### src/rtl/narrow_pkg.sv
// Shared definitions for the 16-to-4 signed narrowing stage: default widths,
// 4-bit saturation limits and the stored entry type {data, fits}.
package narrow_pkg;

    localparam int unsigned IN_W_DEF  = 16;
    localparam int unsigned OUT_W_DEF = 4;
    localparam int unsigned CNT_W_DEF = 8;

    localparam logic [3:0] SAT_MAX_4 = 4'b0111;
    localparam logic [3:0] SAT_MIN_4 = 4'b1000;

    typedef struct packed {
        logic [OUT_W_DEF-1:0] data;
        logic                 fits;
    } narrow_entry_t;

endpackage

### src/rtl/narrow_16to4_stage_if.sv
// Handshake/data bundle for narrow_16to4_stage. The master side is the
// producer/consumer environment; the slave side is the stage itself.
interface narrow_16to4_stage_if
    import narrow_pkg::*;
#(
    parameter int unsigned IN_W  = IN_W_DEF,
    parameter int unsigned OUT_W = OUT_W_DEF,
    parameter int unsigned CNT_W = CNT_W_DEF
);
    logic [IN_W-1:0]  Din16;
    logic             in_valid;
    logic             in_ready;
    logic [OUT_W-1:0] Dout4;
    logic             fits;
    logic             out_valid;
    logic             out_ready;
    logic             cnt_clr;
    logic [CNT_W-1:0] ovf_count;

    modport master (
        output Din16, in_valid, out_ready, cnt_clr,
        input  in_ready, Dout4, fits, out_valid, ovf_count
    );

    modport slave (
        input  Din16, in_valid, out_ready, cnt_clr,
        output in_ready, Dout4, fits, out_valid, ovf_count
    );
endinterface

### src/rtl/narrow_skid_buf.sv
// Generic two-entry valid/ready skid buffer: an output register (OR) feeding
// the consumer plus a skid register (SK) that absorbs one word when OR stalls.
// in_ready is registered and equals "SK empty after this edge".
module narrow_skid_buf
    import narrow_pkg::*;
#(
    parameter type T = narrow_entry_t
) (
    input  logic clk,
    input  logic reset_n,
    input  T     in_data_i,
    input  logic in_valid_i,
    output logic in_ready_o,
    output T     out_data_o,
    output logic out_valid_o,
    input  logic out_ready_i
);
    T     or_q, or_d;
    T     sk_q, sk_d;
    logic or_v_q, or_v_d;
    logic sk_v_q, sk_v_d;
    logic rdy_q, rdy_d;
    logic push, pop;

    // Next-state for OR/SK occupancy; SK always drains into OR first to keep order.
    always_comb begin
        or_d   = or_q;
        sk_d   = sk_q;
        or_v_d = or_v_q;
        sk_v_d = sk_v_q;
        push   = in_valid_i && rdy_q;
        pop    = or_v_q && out_ready_i;

        if (pop) begin
            if (sk_v_q) begin
                or_d   = sk_q;
                sk_v_d = push;
                if (push) begin
                    sk_d = in_data_i;
                end
            end else if (push) begin
                or_d = in_data_i;
            end else begin
                or_v_d = 1'b0;
            end
        end else if (push) begin
            if (or_v_q) begin
                sk_d   = in_data_i;
                sk_v_d = 1'b1;
            end else begin
                or_d   = in_data_i;
                or_v_d = 1'b1;
            end
        end

        rdy_d = !sk_v_d;
    end

    // Storage registers; reset empties both entries and reopens the input.
    always_ff @(posedge clk or negedge reset_n) begin
        if (!reset_n) begin
            or_q   <= '0;
            sk_q   <= '0;
            or_v_q <= 1'b0;
            sk_v_q <= 1'b0;
            rdy_q  <= 1'b1;
        end else begin
            or_q   <= or_d;
            sk_q   <= sk_d;
            or_v_q <= or_v_d;
            sk_v_q <= sk_v_d;
            rdy_q  <= rdy_d;
        end
    end

    assign in_ready_o  = rdy_q;
    assign out_data_o  = or_q;
    assign out_valid_o = or_v_q;
endmodule

### src/rtl/narrow_16to4_stage.sv
// Pipelined signed narrowing stage: IN_W-bit signed words in, OUT_W-bit signed
// fields out with a fits flag, through a two-entry skid buffer. Counts accepted
// words that do not fit (saturating, clearable).
// Optional build macro SATURATE_EN: non-fitting words clamp to the most
// negative/positive OUT_W value instead of truncating.
module narrow_16to4_stage
    import narrow_pkg::*;
#(
    parameter int unsigned IN_W  = IN_W_DEF,
    parameter int unsigned OUT_W = OUT_W_DEF,
    parameter int unsigned CNT_W = CNT_W_DEF
) (
    input logic                  clk,
    input logic                  reset_n,
    narrow_16to4_stage_if.slave  bus
);
    typedef struct packed {
        logic [OUT_W-1:0] data;
        logic             fits;
    } stage_entry_t;

    stage_entry_t     in_entry;
    stage_entry_t     out_entry;
    logic [IN_W-OUT_W:0] upper;
    logic             fit;
    logic             accept;
    logic [CNT_W-1:0] cnt_q, cnt_d;

    // Fit test and narrowing, evaluated on the incoming word at acceptance.
    always_comb begin
        upper         = bus.Din16[IN_W-1:OUT_W-1];
        fit           = (&upper) || !(|upper);
        in_entry.fits = fit;
`ifdef SATURATE_EN
        if (fit) begin
            in_entry.data = bus.Din16[OUT_W-1:0];
        end else if (bus.Din16[IN_W-1]) begin
            in_entry.data = {1'b1, {(OUT_W-1){1'b0}}};
        end else begin
            in_entry.data = {1'b0, {(OUT_W-1){1'b1}}};
        end
`else
        in_entry.data = bus.Din16[OUT_W-1:0];
`endif
    end

    narrow_skid_buf #(
        .T (stage_entry_t)
    ) u_skid (
        .clk         (clk),
        .reset_n     (reset_n),
        .in_data_i   (in_entry),
        .in_valid_i  (bus.in_valid),
        .in_ready_o  (bus.in_ready),
        .out_data_o  (out_entry),
        .out_valid_o (bus.out_valid),
        .out_ready_i (bus.out_ready)
    );

    assign accept = bus.in_valid && bus.in_ready;

    // Overflow counter next value: clear wins over increment, saturate at all-ones.
    always_comb begin
        cnt_d = cnt_q;
        if (bus.cnt_clr) begin
            cnt_d = '0;
        end else if (accept && !fit && (cnt_q != '1)) begin
            cnt_d = cnt_q + 1'b1;
        end
    end

    // Overflow counter register.
    always_ff @(posedge clk or negedge reset_n) begin
        if (!reset_n) begin
            cnt_q <= '0;
        end else begin
            cnt_q <= cnt_d;
        end
    end

    assign bus.Dout4     = out_entry.data;
    assign bus.fits      = out_entry.fits;
    assign bus.ovf_count = cnt_q;
endmodule

### src/flat_wrapper.sv
// flat-port wrapper written by rule: the top's interface ports become plain ports
module narrow_16to4_stage_flat import narrow_pkg::*;
#(
    parameter int unsigned IN_W  = IN_W_DEF,
    parameter int unsigned OUT_W = OUT_W_DEF,
    parameter int unsigned CNT_W = CNT_W_DEF
)
  (clk, reset_n, bus_Din16, bus_in_valid, bus_out_ready, bus_cnt_clr, bus_in_ready, bus_Dout4, bus_fits, bus_out_valid, bus_ovf_count);
  narrow_16to4_stage_if #(.IN_W(IN_W), .OUT_W(OUT_W), .CNT_W(CNT_W)) bus_i ();
  input logic clk;
  input logic reset_n;
  input wire logic [$bits(bus_i.Din16)-1:0] bus_Din16;
  input wire logic [$bits(bus_i.in_valid)-1:0] bus_in_valid;
  input wire logic [$bits(bus_i.out_ready)-1:0] bus_out_ready;
  input wire logic [$bits(bus_i.cnt_clr)-1:0] bus_cnt_clr;
  output wire logic [$bits(bus_i.in_ready)-1:0] bus_in_ready;
  output wire logic [$bits(bus_i.Dout4)-1:0] bus_Dout4;
  output wire logic [$bits(bus_i.fits)-1:0] bus_fits;
  output wire logic [$bits(bus_i.out_valid)-1:0] bus_out_valid;
  output wire logic [$bits(bus_i.ovf_count)-1:0] bus_ovf_count;
  assign bus_i.Din16 = bus_Din16;
  assign bus_i.in_valid = bus_in_valid;
  assign bus_i.out_ready = bus_out_ready;
  assign bus_i.cnt_clr = bus_cnt_clr;
  assign bus_in_ready = bus_i.in_ready;
  assign bus_Dout4 = bus_i.Dout4;
  assign bus_fits = bus_i.fits;
  assign bus_out_valid = bus_i.out_valid;
  assign bus_ovf_count = bus_i.ovf_count;
  narrow_16to4_stage #(.IN_W(IN_W), .OUT_W(OUT_W), .CNT_W(CNT_W)) u_core (.clk(clk), .reset_n(reset_n), .bus(bus_i));
endmodule
### config.mk
export PLATFORM = sky130hd
export DESIGN_NAME = narrow_16to4_stage_flat
export DESIGN_NICKNAME = d
export VERILOG_FILES = /design/src/rtl/narrow_pkg.sv /design/src/rtl/narrow_16to4_stage_if.sv /design/src/rtl/narrow_skid_buf.sv /design/src/rtl/narrow_16to4_stage.sv /design/src/flat_wrapper.sv
export SDC_FILE = /design/constraint.sdc
export NUM_CORES = 1
export LEC_CHECK = 0
export CAP_MARGIN = 20
export CORE_MARGIN = 2
export CORE_UTILIZATION = 44
export CTS_CLUSTER_SIZE = 25
export DETAILED_ROUTE_END_ITERATION = 16
export MAX_ROUTING_LAYER = met4
export PLACE_DENSITY = 0.82
export SLEW_MARGIN = 0
export SYNTH_ARGS = -nofsm -noshare
export SYNTH_HDL_FRONTEND = slang
export SYNTH_SLANG_ARGS = --single-unit
export TNS_END_PERCENT = 50
### constraint.sdc
create_clock -name clk -period 2 [get_ports clk]
set_input_delay 0.6 -clock clk [delete_from_list [all_inputs] [get_ports clk]]
set_output_delay 0.6 -clock clk [all_outputs]
set_load 0.1 [all_outputs]
Yosys cells after proc, flatten, opt, wreduce, memory -nomap -nowiden
Cells that the tools add are included.

Logic and storage cells: 50. Flip-flop bits (word level): 21. Input bits: 21. Output and inout bits: 15.

Equality and inequality tests: 5. Muxes and demuxes: 19. $add $sub $neg: 1. Reduce and logical (&&, ||, !) cells: 17.

Operators with widths (number): $mux W5 (9); $mux W8 (2); $reduce_and A13 Y1 (1); $reduce_or A13 Y1 (1); $reduce_and A3 Y1 (3); $add A8 B1 Y8 const B (1); $mux W1 (8); $ne A8 B8 Y1 const B (1); $reduce_bool A2 Y1 (4); $ne A2 B2 Y1 const B (3); $logic_and A1 B1 Y1 (4); $logic_not A1 Y1 (3); $ne A2 B1 Y1 const B (1); $logic_or A1 B1 Y1 (1).

Depth between registers and ports, before layout
Gate-level depths: netlist of run 1.

Depth in word-level cells: 8. Gate-level depth with buffers: 6. Gate-level depth less buffers: 6.

Modules after synthesis
Synthesis of run 1 repeated with hierarchy kept, for this count alone.

Cell total of the unflattened synthesis: 118. Area total of the unflattened synthesis: 1189.9 um^2.

Modules (own cells, without submodules): narrow_skid_buf (area each 646.9 um^2, cells an instance 53, sequential area each 326.6 um^2, times used 1); narrow_16to4_stage (area each 543.0 um^2, cells an instance 65, sequential area each 200.2 um^2, times used 1).

Least setup slack after synthesis of run 1
No wires, ideal clock.

Kind: flip-flop to flip-flop. From: reg u_core.cnt_q[0] (netlist: u_core.bus.ovf_count[0]). To: reg u_core.cnt_q[6] (netlist: u_core.bus.ovf_count[6]). Library setup time: 0.125 ns. Required time: 1.875 ns. Period minus slack after synthesis: 2.217 ns. Slack: -0.217 ns. Path buffers: 0. Cell stages (with the launch flop): 7. Data arrival time: 2.092 ns. Cells stage by stage: dfrtp_1 > ha_1 > nand3_1 > o21bai_1 > nand3b_4 > nor3_2 > mux2_4.

Longest elaborated chain between the ends: 3. Elaborated cells on any way between the ends: 6. Those cells by class: add/sub (1); eq/ne (1); mux (2); reduce/logical (2).

Ends and longest elaborated chain: start: declaration (line narrow_16to4_stage.sv:27) `logic [CNT_W-1:0] cnt_q, cnt_d;`; start signal: assignment (line narrow_16to4_stage.sv:77) `cnt_q <= cnt_d;`; $add A8 B1 Y8 / $ne A8 B8 Y1 (equally long branches) (line narrow_16to4_stage.sv:68, narrow_16to4_stage.sv:67); $mux W8 / $logic_and A1 B1 Y1 (equally long branches) (line narrow_16to4_stage.sv:67) `end else if (accept && !fit && (cnt_q != '1)) begin`; $mux W8 / $reduce_bool A2 Y1 (equally long branches).

Several ways; a longest one is shown, not always the timed one. The select of a mux whose other input is x is not followed. A chain may end at the register's enable or synchronous reset.

Final worst setup path of run 1
From: in bus_Din16[3]. To: reg u_core.cnt_q[6] (netlist: u_core.bus.ovf_count[6]).

Longest elaborated chain between the ends: 7. Elaborated cells on any way between the ends: 8. Those cells by class: reduce/logical (8).

Ends and longest elaborated chain: start: declaration (line flat_wrapper.sv:12) `input wire logic [$bits(bus_i.Din16)-1:0] bus_Din16;`; $reduce_or A13 Y1 (line narrow_16to4_stage.sv:32) `fit = (&upper) || !(|upper);`; $logic_not A1 Y1 (line narrow_16to4_stage.sv:32); $logic_or A1 B1 Y1 * (line narrow_16to4_stage.sv:32); $logic_not A1 Y1 * (line narrow_16to4_stage.sv:67); $logic_and A1 B1 Y1 * (2 in series) (line narrow_16to4_stage.sv:67); $reduce_bool A2 Y1 (no line) *.

Mark *: on every way between the ends. The rest lies on a longest branch, timed or not.

==> results.toml, run 1 <==
[drt]
dr_wl_met3_um = 108
drc = 0
drt-initial-drc-count = 19
wl_per_cell_um = 15.01
ant_nets = 0
wirelength_mm = 2.702
drt-met1-wl_mm = 1.083
routed_via_density = 5.478
dr_wl_met2_mm = 1.511
routed.top_layer = "met3"
num_vias = 986
drtPass1Iterations = 4

[sta]
fin_crit_ns = 1.922
post-route-period-util_pct = 96.08
final.setup_skew_ns = 0.005992
tns_ns = 0
fmaxAchievable_ghz = 0.5204
hold_violations = 0
slew_headroom_pct = 76.05
worst_slew_pin_slew_ns = 0.3582
rsz0062_at_grt = "false"
setup_violations = 0
slew_violations = 0

[grt]
grt_pass1_wl_mm = 4.450
grt_pass1_vias = 1014
antenna_found_initial = 0
grt_max_degree = 22
grtUsageTotal_pct = 22.51
grt-ovfl-total = 0

[power_and_ir_drop]
p_sw_share_pct = 48.14
ir_drop_mv = 1.141
p_switching_mw = 1.046
clkPwrFrac_pct = 9.7
p_per_area_mw_per_mm2 = 1255
leakage_nw = 0.8108
total_power_mw = 2.173
cellInternalPower_mw = 1.127
comb_power_share_pct = 57.8
seqPwrFrac_pct = 32.5

[cells_and_area]
regArea_um2 = 536.8
n_fill_cell = 168
synthToLayoutAreaGrowth_pct = 61.68
diodes = 0
design_area_mm2 = 0.001732
nets = 175
multi_input_area_um2 = 553.0
fin_cells = 180
drive_above_1_share_pct = 30.92
final_cell_mix = "15 x buf_12, 15 x dfrtp_1, 14 x nand2_1"

[place]
dp_hpwl_mm = 2.062
placedCellCount = 174
gp_congestion = 0.7562
port_buffers = 35
place_area_mm2 = 0.001665

[yosys]
synth_top_cells_by_area = "dfrtp_1 47%, mux2_2 5.3%, o21ai_0 5.1%"
synthXorXnorAreaFrac_pct = 1.636
synthesis.nets = 128
synth_seq_cells = 21
synth_top_family_by_area = "simple AND/OR/NAND/NOR gates"
async_flop_share_pct = 100.0
synth_ff_type = "dfrtp_1"
synth_top_area_cell = "dfrtp_1"
synth_top_area_share_pct = 46.73
synthDistinctLibCells = 31
syn_area_mm2 = 0.001071
muxShareOfSynthArea_pct = 12.73
synth_adder_area_share_pct = 1.168
yosys.area_share.simple_pct = 24.53
syn_area_per_cell_um2 = 10.10
synth_cells = 106
yosys_warnings = 0
synth-edff-count = 0
synth_compound_gate_area_share_pct = 8.645
yosysSeqAreaShare_pct = 49.18

[critical_path]
path_class = "primary input to flip-flop"
slowest_delay_ns = 0.36
arrival_ns = 2.13
end_kind = "flip-flop"
cp_slowest_cell = "nand4_1"
crit_path_start_kind = "primary input"
required_ns = 2.20
worst-path-max-fanout = 5
cp_cell_sequence = "dlygate4sd2_1, nor4_1, nand4_1, nand3b_4, nor3_4, mux2_4"

[floorplan]
initial_core_util_pct = 47.50
core_mm2 = 0.002255
dieArea_mm2 = 0.002845
ios = 36
row_count = 17
die_w_um = 53.34
die_h_um = 53.34

[clocking]
tritoncts = "done"
htreeDepth = 1
clockBufferDepth = 2
insertion_delay_ns = 0.31
cts_root_buf = "clkbuf_4"
cts_buffers = 3
cts_sinks = 21
clkTransAtPathRegs_ns = 0.12
ctsHoldBuffers = 0

[run_status]
status = "completed"

[run]
timing.max_cap.violations = 0

[worst_hold_path]
hold_path.class = "flip-flop to flip-flop"
## registers in the layout, indices dropped and copies added, names as in the netlist
signal / count
u_core.u_skid.out_valid_o: 1
u_core.bus.ovf_count: 8
u_core.u_skid.out_data_o: 5
u_core.u_skid.in_ready_o: 1
u_core.u_skid.sk_q: 5
u_core.u_skid.sk_v_q: 1
## synthesized netlist by cell type, drive strengths merged (2+ instances only)
cell type / instances
o21ai: 11
dfrtp: 20
nand3: 7
or3: 3
mux2: 7
inv: 3
nand2: 14
or2: 2
clkbuf: 2
nor2: 7
nor3: 2
nor2b: 2
nor4: 2
mux2i: 5
a21oi: 3
nand4: 4
## critical path, delay by kind of cell
kind,cells,cell delay [ns]
mux,1,0.29
buf+inv,1,0.26
simple gates,4,0.98
## layout make-up
class	count	share of cell area, %
multi-input cells	80	31.94
clock buffers	4	1.517
repair buffers	44	32.88
inverters	3	0.6503
flip-flops and latches	21	31.00
well taps	28	2.023
## metrics by stage
step	hold WS, ns	utilization [%]	setup slack [ns]
detailed placement	0.4967	73.86	-0.3935
CTS	0.5263	75.92	0.02903
global placement	0.4830	73.86	-0.3448
finish	0.5233	76.80	0.07839
global route	0.5514	76.80	0.009077
floorplan	0.3044	-	-0.006392
## power groups by stage
stage | clock [mW] | combinational, mW | sequential [mW]
floorplan | 0 | 0.267 | 1.19
global placement | 0 | 1.22 | 0.702
detailed placement | 0 | 1.24 | 0.717
CTS | 0.213 | 1.25 | 0.707
global route | 0.233 | 1.31 | 0.727
finish | 0.211 | 1.26 | 0.706
## kinds of logic (layout without fill, tap and decap cells)
family	Yosys count	in the layout
and+or+nand+nor	47	48
DFF	21	21
AOI/OAI and AO/OA	17	17
muxes	12	12
buffers and inverters	6	51
xor gates and xnor gates	2	2
adders and majority gates	1	1
## repair_timing
item,in CTS,in global routing
pin swaps,1,2
setup endpoints to repair,3,6
setup buffers,1,0
resized for setup,10,6
gates cloned,1,0
## routing by layer
layer,up-vias,GRT usage (%)
met5,-,-
met4,0,5.128
met3,0,4.520
met2,22,41.36
met1,490,24.78
li1,474,-
## worst paths after layout
path	start	endpoint	slack, ns	cells after the start
max in group asynchronous	reset_n	u_core.u_skid.in_ready_o	1.11	2
setup / recovery	bus_Din16[3]	u_core.bus.ovf_count[6]	0.08	6
hold reg to reg	u_core.u_skid.sk_q[3]	u_core.u_skid.sk_q[3]	0.52	1
min in group asynchronous	reset_n	u_core.bus.ovf_count[4]	0.61	2
hold / removal	u_core.u_skid.sk_q[3]	u_core.u_skid.sk_q[3]	0.52	1
setup reg to reg	u_core.bus.ovf_count[0]	u_core.bus.ovf_count[6]	0.19	6
No activity file was read; power rests on OpenSTA's default activity.
==> run 2: changes to the inputs <==
CORE_UTILIZATION = 48   (was 44)
PLACE_DENSITY = 0.88   (was 0.82)
clock period = 2.3 ns   (was 2 ns; I/O delays follow)
==> run 2 against run 1 <==
  * Clock skew grew 0.0011 ns
  * Sequential power decreased by 18%
  * Largest cell class is now registers
  * Cell area shrank 12%
  * Non-clock buffer count decreased by 3
==> results.toml, run 2 (same netlist as run 1, synthesis figures left out) <==
[run_status]
status = "completed"

[critical_path]
critPathBufInv = 1
crit_path_start_kind = "primary input"
rr_startpoint = "u_core.bus.ovf_count[0]"
cp_cell_sequence = "clkdlybuf4s50_1, nand4_1, or4_4, nand3b_4, nor3_2, mux2_4"
worst-path-max-fanout = 8
required_ns = 2.50
reg2regPathDepth = 7
slowest_delay_ns = 0.56
arrival_ns = 2.35
cp_slowest_cell = "or4_4"
end_kind = "flip-flop"
cp-startpoint = "bus_Din16[3]"
path_depth = 6
critPathTopFamily = "simple AND/OR/NAND/NOR gates"
path_class = "primary input to flip-flop"

[sta]
fin_crit_ns = 2.151
slew_violations = 0
slew_headroom_pct = 77.59
worst_slew_pin_slew_ns = 0.3351
tns_ns = 0
hold_violations = 0
rsz0062_at_grt = "false"
post-route-period-util_pct = 93.53
setup_violations = 0
fmaxAchievable_ghz = 0.4649
final.setup_skew_ns = 0.007080
layout_setup_ws_ns = 0.1489
whs_ns = 0.5008

[power_and_ir_drop]
p_sw_share_pct = 50.42
p_switching_mw = 0.8654
comb_power_share_pct = 55.7
cellInternalPower_mw = 0.8510
ir_drop_mv = 1.075
total_power_mw = 1.716
seqPwrFrac_pct = 33.9
clkPwrFrac_pct = 10.5
leakage_nw = 0.7031
p_per_area_mw_per_mm2 = 1131

[cells_and_area]
drive_above_1_share_pct = 26.35
design_area_mm2 = 0.001518
final_cell_mix = "20 x clkdlybuf4s50_1, 20 x dfrtp_1, 18 x buf_4"
largest_reg_flops = 8
nets = 171
fin_cells = 176
post-route-util_pct = 69.95
n_fill_cell = 173
synthToLayoutAreaGrowth_pct = 41.71
diodes = 0

[clocking]
tritoncts = "done"
post_cts_buffers = 0
clkTransAtPathRegs_ns = 0.11
htreeDepth = 1
cts_buffers = 3
ctsHoldBuffers = 0
post_cts_resized = 0
clockBufferDepth = 2
cts_sinks = 21
insertion_delay_ns = 0.31
cts_root_buf = "clkbuf_4"

[floorplan]
die_h_um = 51.24
ios = 36
dieArea_mm2 = 0.002625
initial_core_util_pct = 49.37
core_mm2 = 0.002170
die_w_um = 51.24
row_count = 17

[grt]
grt_pass1_wl_mm = 3.953
antenna_found_initial = 0
grt-ovfl-total = 0
grtUsageTotal_pct = 20.69
grt_max_degree = 22
grt_pass1_vias = 933

[drt]
wirelength_mm = 2.311
drtPass1Iterations = 4
drc = 0
num_vias = 945
drt-initial-drc-count = 7
ant_nets = 0
routed_via_density = 5.369
wl_per_cell_um = 13.13

[place]
gp_congestion = 0.8195
port_buffers = 35
placedCellCount = 172
dp_slack_ns = -0.1886
place_area_mm2 = 0.001490
dp_hpwl_mm = 1.860

[worst_hold_path]
holdPathStages = 2
hold_path.class = "flip-flop to flip-flop"
min_from = "u_core.u_skid.out_data_o[4]"

[run]
timing.max_cap.violations = 0
run 2: cell types whose count changed in the layout (fill, tap and decap cells not counted), sizes merged:
cell           change
clkdlybuf4s50     +11
dlygate4sd2        -8
buf                -3
dlymetal6s2s       -3
clkbuf             -1
clkinv             +1
nand3b             -1
run 2: final cells by class:
type                    instances  area (µm²)  area share [%]
repair buffers                 41       395.4           26.05
clock buffers                   3       22.52           1.484
well taps                      28       35.03           2.308
clock inverters                 1       5.005          0.3298
inverters                       3       11.26          0.7420
flip-flops and latches         21       526.8           34.71
multi-input cells              79       521.8           34.38
run 2: final timing paths:
check	slack [ns]	end
min in group asynchronous	0.72	u_core.bus.ovf_count[3]
min reg2reg	0.50	u_core.u_skid.out_data_o[4]
max reg2reg	0.46	u_core.bus.ovf_count[7]
max	0.15	u_core.bus.ovf_count[6]
max in group asynchronous	1.32	u_core.u_skid.in_ready_o
min	0.50	u_core.u_skid.out_data_o[4]
run 2: per-layer routing:
| metal | track usage (%) | vias to the layer above | routed length (µm) | share of wire, % |
|---|---|---|---|---|
| li1 | - | 466 | - | - |
| met1 | 22.90 | 449 | 952 | 41 |
| met2 | 37.01 | 23 | 1201 | 52 |
| met3 | 3.801 | 7 | 98 | 4.2 |
| met4 | 7.895 | 0 | 59 | 2.6 |
| met5 | - | - | 0 | 0 |
run 2: power groups by stage:
stage	Clock [mW]	Sequential, mW	Combinational (mW)
final	0.180	0.581	0.955
after global routing	0.195	0.598	1.01
after CTS	0.183	0.581	0.965
after detailed placement	0	0.588	0.964
after global placement	0	0.578	0.947
after floorplan	0	1.03	0.233
run 2: worst reg2reg max path: cells and delay by family (launching register included):
| family | cells | cell delay (ns) |
|---|---|---|
| buffers and inverters | 1 | 0.17 |
| and+or+nand+nor | 3 | 0.64 |
| AOI/OAI and AO/OA | 2 | 0.25 |
| adders and majority gates | 1 | 0.27 |
| DFF | 1 | 0.46 |
